--- src/rtl/up_run_ctrl.sv ---
// ---------------------------------------------------------------------------
// up_run_ctrl - run-control sequencer for the 4-bit uP core.
//
// Generates core_en, the single clock-enable that gates every core flop.
// Supports run, halt, multi-instruction step and a PC breakpoint. Stops
// only at instruction boundaries, so the core is always left with
// phase = 0 (fetch pending).
//
// Ports:
//   clk         system clock
//   rst_n       asynchronous active-low reset
//   run_btn     async level, rising edge = run command
//   step_btn    async level, rising edge = step command
//   halt_btn    async level, rising edge = halt command
//   step_count  instructions per step command (0 behaves as 1)
//   bp_en       breakpoint enable
//   bp_addr     breakpoint address
//   pc          core program counter
//   phase       core phase: 0 = fetch cycle, 1 = execute cycle
//   core_en     clock-enable to the core (combinational from pc/phase)
//   halted      registered, 1 while in HALT
//   bp_hit      sticky, last stop was caused by the breakpoint
// ---------------------------------------------------------------------------
module up_run_ctrl #(
  parameter int PC_W     = 12,
  parameter int CNT_W    = 8,
  parameter bit AUTO_RUN = 1'b1
) (
  input  logic             clk,
  input  logic             rst_n,
  input  logic             run_btn,
  input  logic             step_btn,
  input  logic             halt_btn,
  input  logic [CNT_W-1:0] step_count,
  input  logic             bp_en,
  input  logic [PC_W-1:0]  bp_addr,
  input  logic [PC_W-1:0]  pc,
  input  logic             phase,
  output logic             core_en,
  output logic             halted,
  output logic             bp_hit
);

  typedef enum logic [1:0] {
    ST_HALT = 2'd0,
    ST_RUN  = 2'd1,
    ST_STEP = 2'd2
  } state_e;

  localparam state_e            RST_STATE = AUTO_RUN ? ST_RUN : ST_HALT;
  localparam logic [CNT_W-1:0]  CNT_ONE   = CNT_W'(1);

  // Button order in the vectors below: {halt, step, run}
  logic [2:0]       sync1_q, sync2_q, prev_q;
  logic [2:0]       cmd;
  logic             cmd_halt, cmd_step, cmd_run;

  state_e           state_q, state_d;
  logic             halted_q;
  logic             bp_hit_q, bp_hit_d;
  logic             halt_pend_q, halt_pend_d;
  logic             bp_skip_q, bp_skip_d;
  logic [CNT_W-1:0] remaining_q, remaining_d;

  logic             active, bp_match, step_done, halt_req, stop_now, exec_done;

  // Two-flop synchronizer plus previous value for rising-edge detection
  always_ff @(posedge clk or negedge rst_n) begin
    if (!rst_n) begin
      sync1_q <= '0;
      sync2_q <= '0;
      prev_q  <= '0;
    end else begin
      sync1_q <= {halt_btn, step_btn, run_btn};
      sync2_q <= sync1_q;
      prev_q  <= sync2_q;
    end
  end

  assign cmd      = sync2_q & ~prev_q;
  assign cmd_halt = cmd[2];
  assign cmd_step = cmd[1];
  assign cmd_run  = cmd[0];

  // Enable equation: stops are only ever taken in a fetch (phase 0) cycle,
  // so an execute cycle that has started always completes.
  assign active    = (state_q != ST_HALT);
  assign bp_match  = bp_en & (pc == bp_addr) & ~bp_skip_q;
  assign step_done = (state_q == ST_STEP) & (remaining_q == '0);
  assign halt_req  = cmd_halt | halt_pend_q;
  assign stop_now  = ~phase & (halt_req | bp_match | step_done);
  assign core_en   = active & ~stop_now;
  assign exec_done = phase & core_en;

  always_comb begin
    state_d     = state_q;
    bp_hit_d    = bp_hit_q;
    halt_pend_d = halt_pend_q;
    bp_skip_d   = bp_skip_q;
    remaining_d = remaining_q;

    // bp_skip lets a resume execute the breakpointed instruction once
    if (exec_done) bp_skip_d = 1'b0;

    case (state_q)
      ST_HALT: begin
        // Halt outranks step/run; in HALT it simply swallows them
        if (!cmd_halt && (cmd_step || cmd_run)) begin
          bp_hit_d    = 1'b0;
          halt_pend_d = 1'b0;
          bp_skip_d   = 1'b1;
          if (cmd_step) begin
            state_d     = ST_STEP;
            remaining_d = (step_count == '0) ? CNT_ONE : step_count;
          end else begin
            state_d = ST_RUN;
          end
        end
      end
      ST_RUN, ST_STEP: begin
        if (stop_now) begin
          state_d  = ST_HALT;
          bp_hit_d = bp_match & ~halt_req;
        end else begin
          // A halt seen during execute is remembered until the next fetch
          if (phase && halt_req) halt_pend_d = 1'b1;
          if (state_q == ST_STEP) begin
            if (exec_done && (remaining_q != '0)) remaining_d = remaining_q - CNT_ONE;
            if (cmd_run && !cmd_halt) state_d = ST_RUN;
          end
        end
      end
      default: state_d = RST_STATE;
    endcase
  end

  always_ff @(posedge clk or negedge rst_n) begin
    if (!rst_n) begin
      state_q     <= RST_STATE;
      halted_q    <= (RST_STATE == ST_HALT);
      bp_hit_q    <= 1'b0;
      halt_pend_q <= 1'b0;
      bp_skip_q   <= 1'b1;
      remaining_q <= '0;
    end else begin
      state_q     <= state_d;
      halted_q    <= (state_d == ST_HALT);
      bp_hit_q    <= bp_hit_d;
      halt_pend_q <= halt_pend_d;
      bp_skip_q   <= bp_skip_d;
      remaining_q <= remaining_d;
    end
  end

  assign halted = halted_q;
  assign bp_hit = bp_hit_q;

endmodule
--- config.mk ---
export PLATFORM = sky130hd
export DESIGN_NAME = up_run_ctrl
export DESIGN_NICKNAME = d
export VERILOG_FILES = /design/src/rtl/up_run_ctrl.sv
export SDC_FILE = /design/constraint.sdc
export NUM_CORES = 1
export LEC_CHECK = 0
export ABC_CLOCK_PERIOD_IN_PS = 2100
export CORE_ASPECT_RATIO = 0.9
export CORE_MARGIN = 4
export CORE_UTILIZATION = 43
export CTS_BUF_LIST = sky130_fd_sc_hd__clkbuf_8
export DETAILED_ROUTE_END_ITERATION = 16
export HOLD_SLACK_MARGIN = 0.08
export PLACE_DENSITY = 0.85
export SLEW_MARGIN = 10
export SYNTH_ARGS = -nofsm -noshare
export SYNTH_HDL_FRONTEND = slang
export SYNTH_SLANG_ARGS = --single-unit
export TNS_END_PERCENT = 5
--- constraint.sdc ---
create_clock -name clk -period 2.1 [get_ports clk]
set_input_delay 0.63 -clock clk [delete_from_list [all_inputs] [get_ports clk]]
set_output_delay 0.63 -clock clk [all_outputs]
set_load 0.03 [all_outputs]
==> metrics.md <==
| Metric | Value |
|---|---|
| # IOs | `42` |
| Via count | `1330` |
| Row count | `19` |
| CTS tree | `built` |
| Share of post-route cells with drive strength above 1 | `30.7%` |
| Syn_nets | `186` |
| Vias in the first global route | `1315` |
| CP max stage delay | `0.42 ns` |
| Number of H-tree levels | `1` |
| Slew margin rel. | `77.6%` |
| Mapped Cells | `141` |
| Worst Tran Pin Value | `0.333 ns` |
| Wire per inst | `15.5 µm` |
| Failing checks | `setup timing` |
| Total congestion overflow | `0` |
| Design Area, Final | `0.00205 mm²` |
| Initial DRT Pass Iterations | `5` |
| CP Cell Sequence | `nor4_4 > nand4_1 > and2_1 > a21oi_2 > nor2_2 > buf_6` |
| Static leakage | `0.891 nW` |
| Register area share after synthesis | `42.2%` |
| Maximum vdd drop | `0.724 mV` |
| First-pass GRT wire length | `5750 µm` |
| Detailed Route WL | `3790 µm` |
| Tmin final | `2.40 ns` |
| Ys async rst share | `100%` |
| Worst path top cell family by delay | `simple AND/OR/NAND/NOR gates` |
| Worst EP arrival | `1.77 ns` |
| Root Buffer | `clkbuf_8` |
| Via density | `5.45` |
| GRT Overall Usage | `18.7%` |
| Final Power | `2.43 mW` |
| Final core occ | `66.8%` |
| Post-DP HPWL | `2790 µm` |
| Mapped cell area | `0.00137 mm²` |
| Most frequent cells in the layout | `dfrtp_1, buf_4, clkdlybuf4s50_1` |
| Num CTS Buffers | `3` |
| Worst setup margin | `-0.298 ns` |
| Worst Skew | `0.00282 ns` |
| Worst Setup End Kind | `output pin` |
| Type of origin of the critical path | `register` |
| Final setup fails | `1` |
| Worst hold path type | `register to register` |
| Yosys warns | `0` |
| Maximum clock path buffer count | `2` |
| Clk slew on worst S/H paths | `0.08 ns` |
| DP Area | `0.00196 mm²` |
| Post-CTS Setup Inserts | `0` |
| Highest Clock Rate | `417 MHz` |
| Final net count | `248` |
| Status | `complete, but fails checks` |
| Distinct cells, synth | `44` |
| Area added between synthesis and finish | `49.5%` |
| Setup CP Type | `register to output pin` |
| Clk_lat worst skew | `0.27 ns` |
| DIE HEIGHT | `61.6 µm` |
| Antenna violations before repair | `0` |
| MaxCap Viol Count | `0` |
| N_diodes | `0` |
| Largest net degree at the start of global routing | `24` |
| Sink Count | `23` |
| GPL Wtd Cong | `0.887` |
| Residual DRC | `0` |
| Post-synth EDFFs | `0` |
| Final Cycle Share | `114%` |
| Pwr Density | `1190 mW/mm²` |
| Port Buf Inserts | `41` |
| Core Box Area | `0.00307 mm²` |
| Routed Antenna Nets | `0` |
| Final Hold Fails | `0` |
| Critical Path Fanout Max | `2` |
| Commonest non-fill, non-tap cell in the layout | `dfrtp_1` |
| Primary FF master, synth | `dfrtp_1` |
| Leading post-synthesis cells by cell area | `dfrtp_1, xor2_1, ha_1` |
| Cell accounting for the most synthesized area | `dfrtp_1` |
| Seq cells post-synth | `23` |
| Die X | `67.5 µm` |
| Unrepaired setup endpoints after global routing | `yes` |
| Worst Path Buf+Inv | `1` |
| Slowest cell on crit path | `dfrtp_1` |
| Dpl ws | `-0.685 ns` |
| Req. time, crit path | `1.47 ns` |
| DRT iter0 DRCs | `113` |
| Synth top area share | `38.3%` |
| Syn_area_per_cell | `9.73 µm²` |
| Final Slew Violations | `0` |
| Initial Util | `44.7%` |
| Die footprint | `0.00416 mm²` |
-- stage by stage --
stage / hold WS (ns) / TNS (ns) / cells
finish: 0.355 / -0.298 / 244
detailed placement: 0.339 / -6.24 / 240
global placement: 0.334 / -4.85 / 240
floorplan: 0.331 / -0.124 / 141
global route: 0.360 / -0.441 / 244
CTS: 0.359 / -0.321 / 244
-- worst register-to-register path: stages, from the launching register on --
cell and delay, ns:
dfstp_2 0.53, inv_1 0.08, ha_2 0.22, buf_4 0.15, a211oi_4 0.17, a21oi_2 0.07, or2_4 0.28, nor2_4 0.11
buf_6 0.14, mux2i_2 0.21
-- layer usage --
metal | wire, µm | vias to the layer above | track usage [%]
met3 | 357 | 6 | 3.65
met1 | 1510 | 624 | 20.4
li1 | - | 633 | -
met4 | 64 | 0 | 9.83
met2 | 1860 | 67 | 34.3
met5 | 0 | - | 0
-- cell type report --
cell class / count / area, µm²
fillers: 241 / 1020
multi-input cells: 107 / 840
flip-flops and latches: 23 / 578
repair buffers: 59 / 499
well taps: 42 / 52.6
clock buffers: 3 / 41.3
inverters: 9 / 33.8
clock inverters: 1 / 5.00
-- Yosys cell counts (2+ instances only) --
master / instances
nand3_1: 6
dfrtp_1: 21
o22ai_1: 4
nand2_1: 8
a211o_1: 2
nand4_1: 2
nor3_1: 3
dfstp_2: 2
nor2_1: 11
o31ai_1: 2
a2bb2oi_1: 2
nor4_1: 4
o21ai_0: 3
inv_1: 8
nand2b_1: 2
a211oi_1: 4
a31oi_1: 4
ha_1: 6
xor2_1: 12
a21oi_1: 11
-- sequential cells by signal, summed over array words and instances (netlist names) --
name         count
remaining_q      8
sync2_q          3
bp_skip_q        1
halted           1
bp_hit           1
halt_pend_q      1
prev_q           3
state_q          2
sync1_q          3
-- path summary, 6_finish.rpt --
path | slack, ns | startpoint | cells after the start | endpoint
setup / recovery | -0.30 | remaining_q[5]$_DFFE_PN0P_ | 6 | core_en
hold / removal | 0.36 | sync1_q[1]$_DFF_PN0_ | 0 | sync2_q[1]$_DFF_PN0_
setup reg to reg | 0.06 | state_q[0]$_DFF_PN1_ | 9 | remaining_q[1]$_DFFE_PN0P_
hold reg to reg | 0.36 | sync1_q[1]$_DFF_PN0_ | 0 | sync2_q[1]$_DFF_PN0_
max in group asynchronous | 1.11 | rst_n | 2 | state_q[0]$_DFF_PN1_
min in group asynchronous | 0.71 | rst_n | 2 | remaining_q[6]$_DFFE_PN0P_
-- report_power, final --
part	internal, mW	switching [mW]
clock	0.133	0.145
combinational	0.691	0.771
sequential	0.582	0.109
-- cell families after synthesis --
group,share of synthesized area [%]
buf+inv,3.38
xor+xnor,7.66
flops,42.2
simple gates,18.9
compound gates,20.6
mux,1.82
fa+ha+maj,5.47
-- repair_timing --
action                     4_1_cts  5_1_grt
resized for setup               64       14
pin swaps                       15        5
hold buffers                     0        0
setup endpoints to repair       13       11
Power figures use the tool's default switching activity.
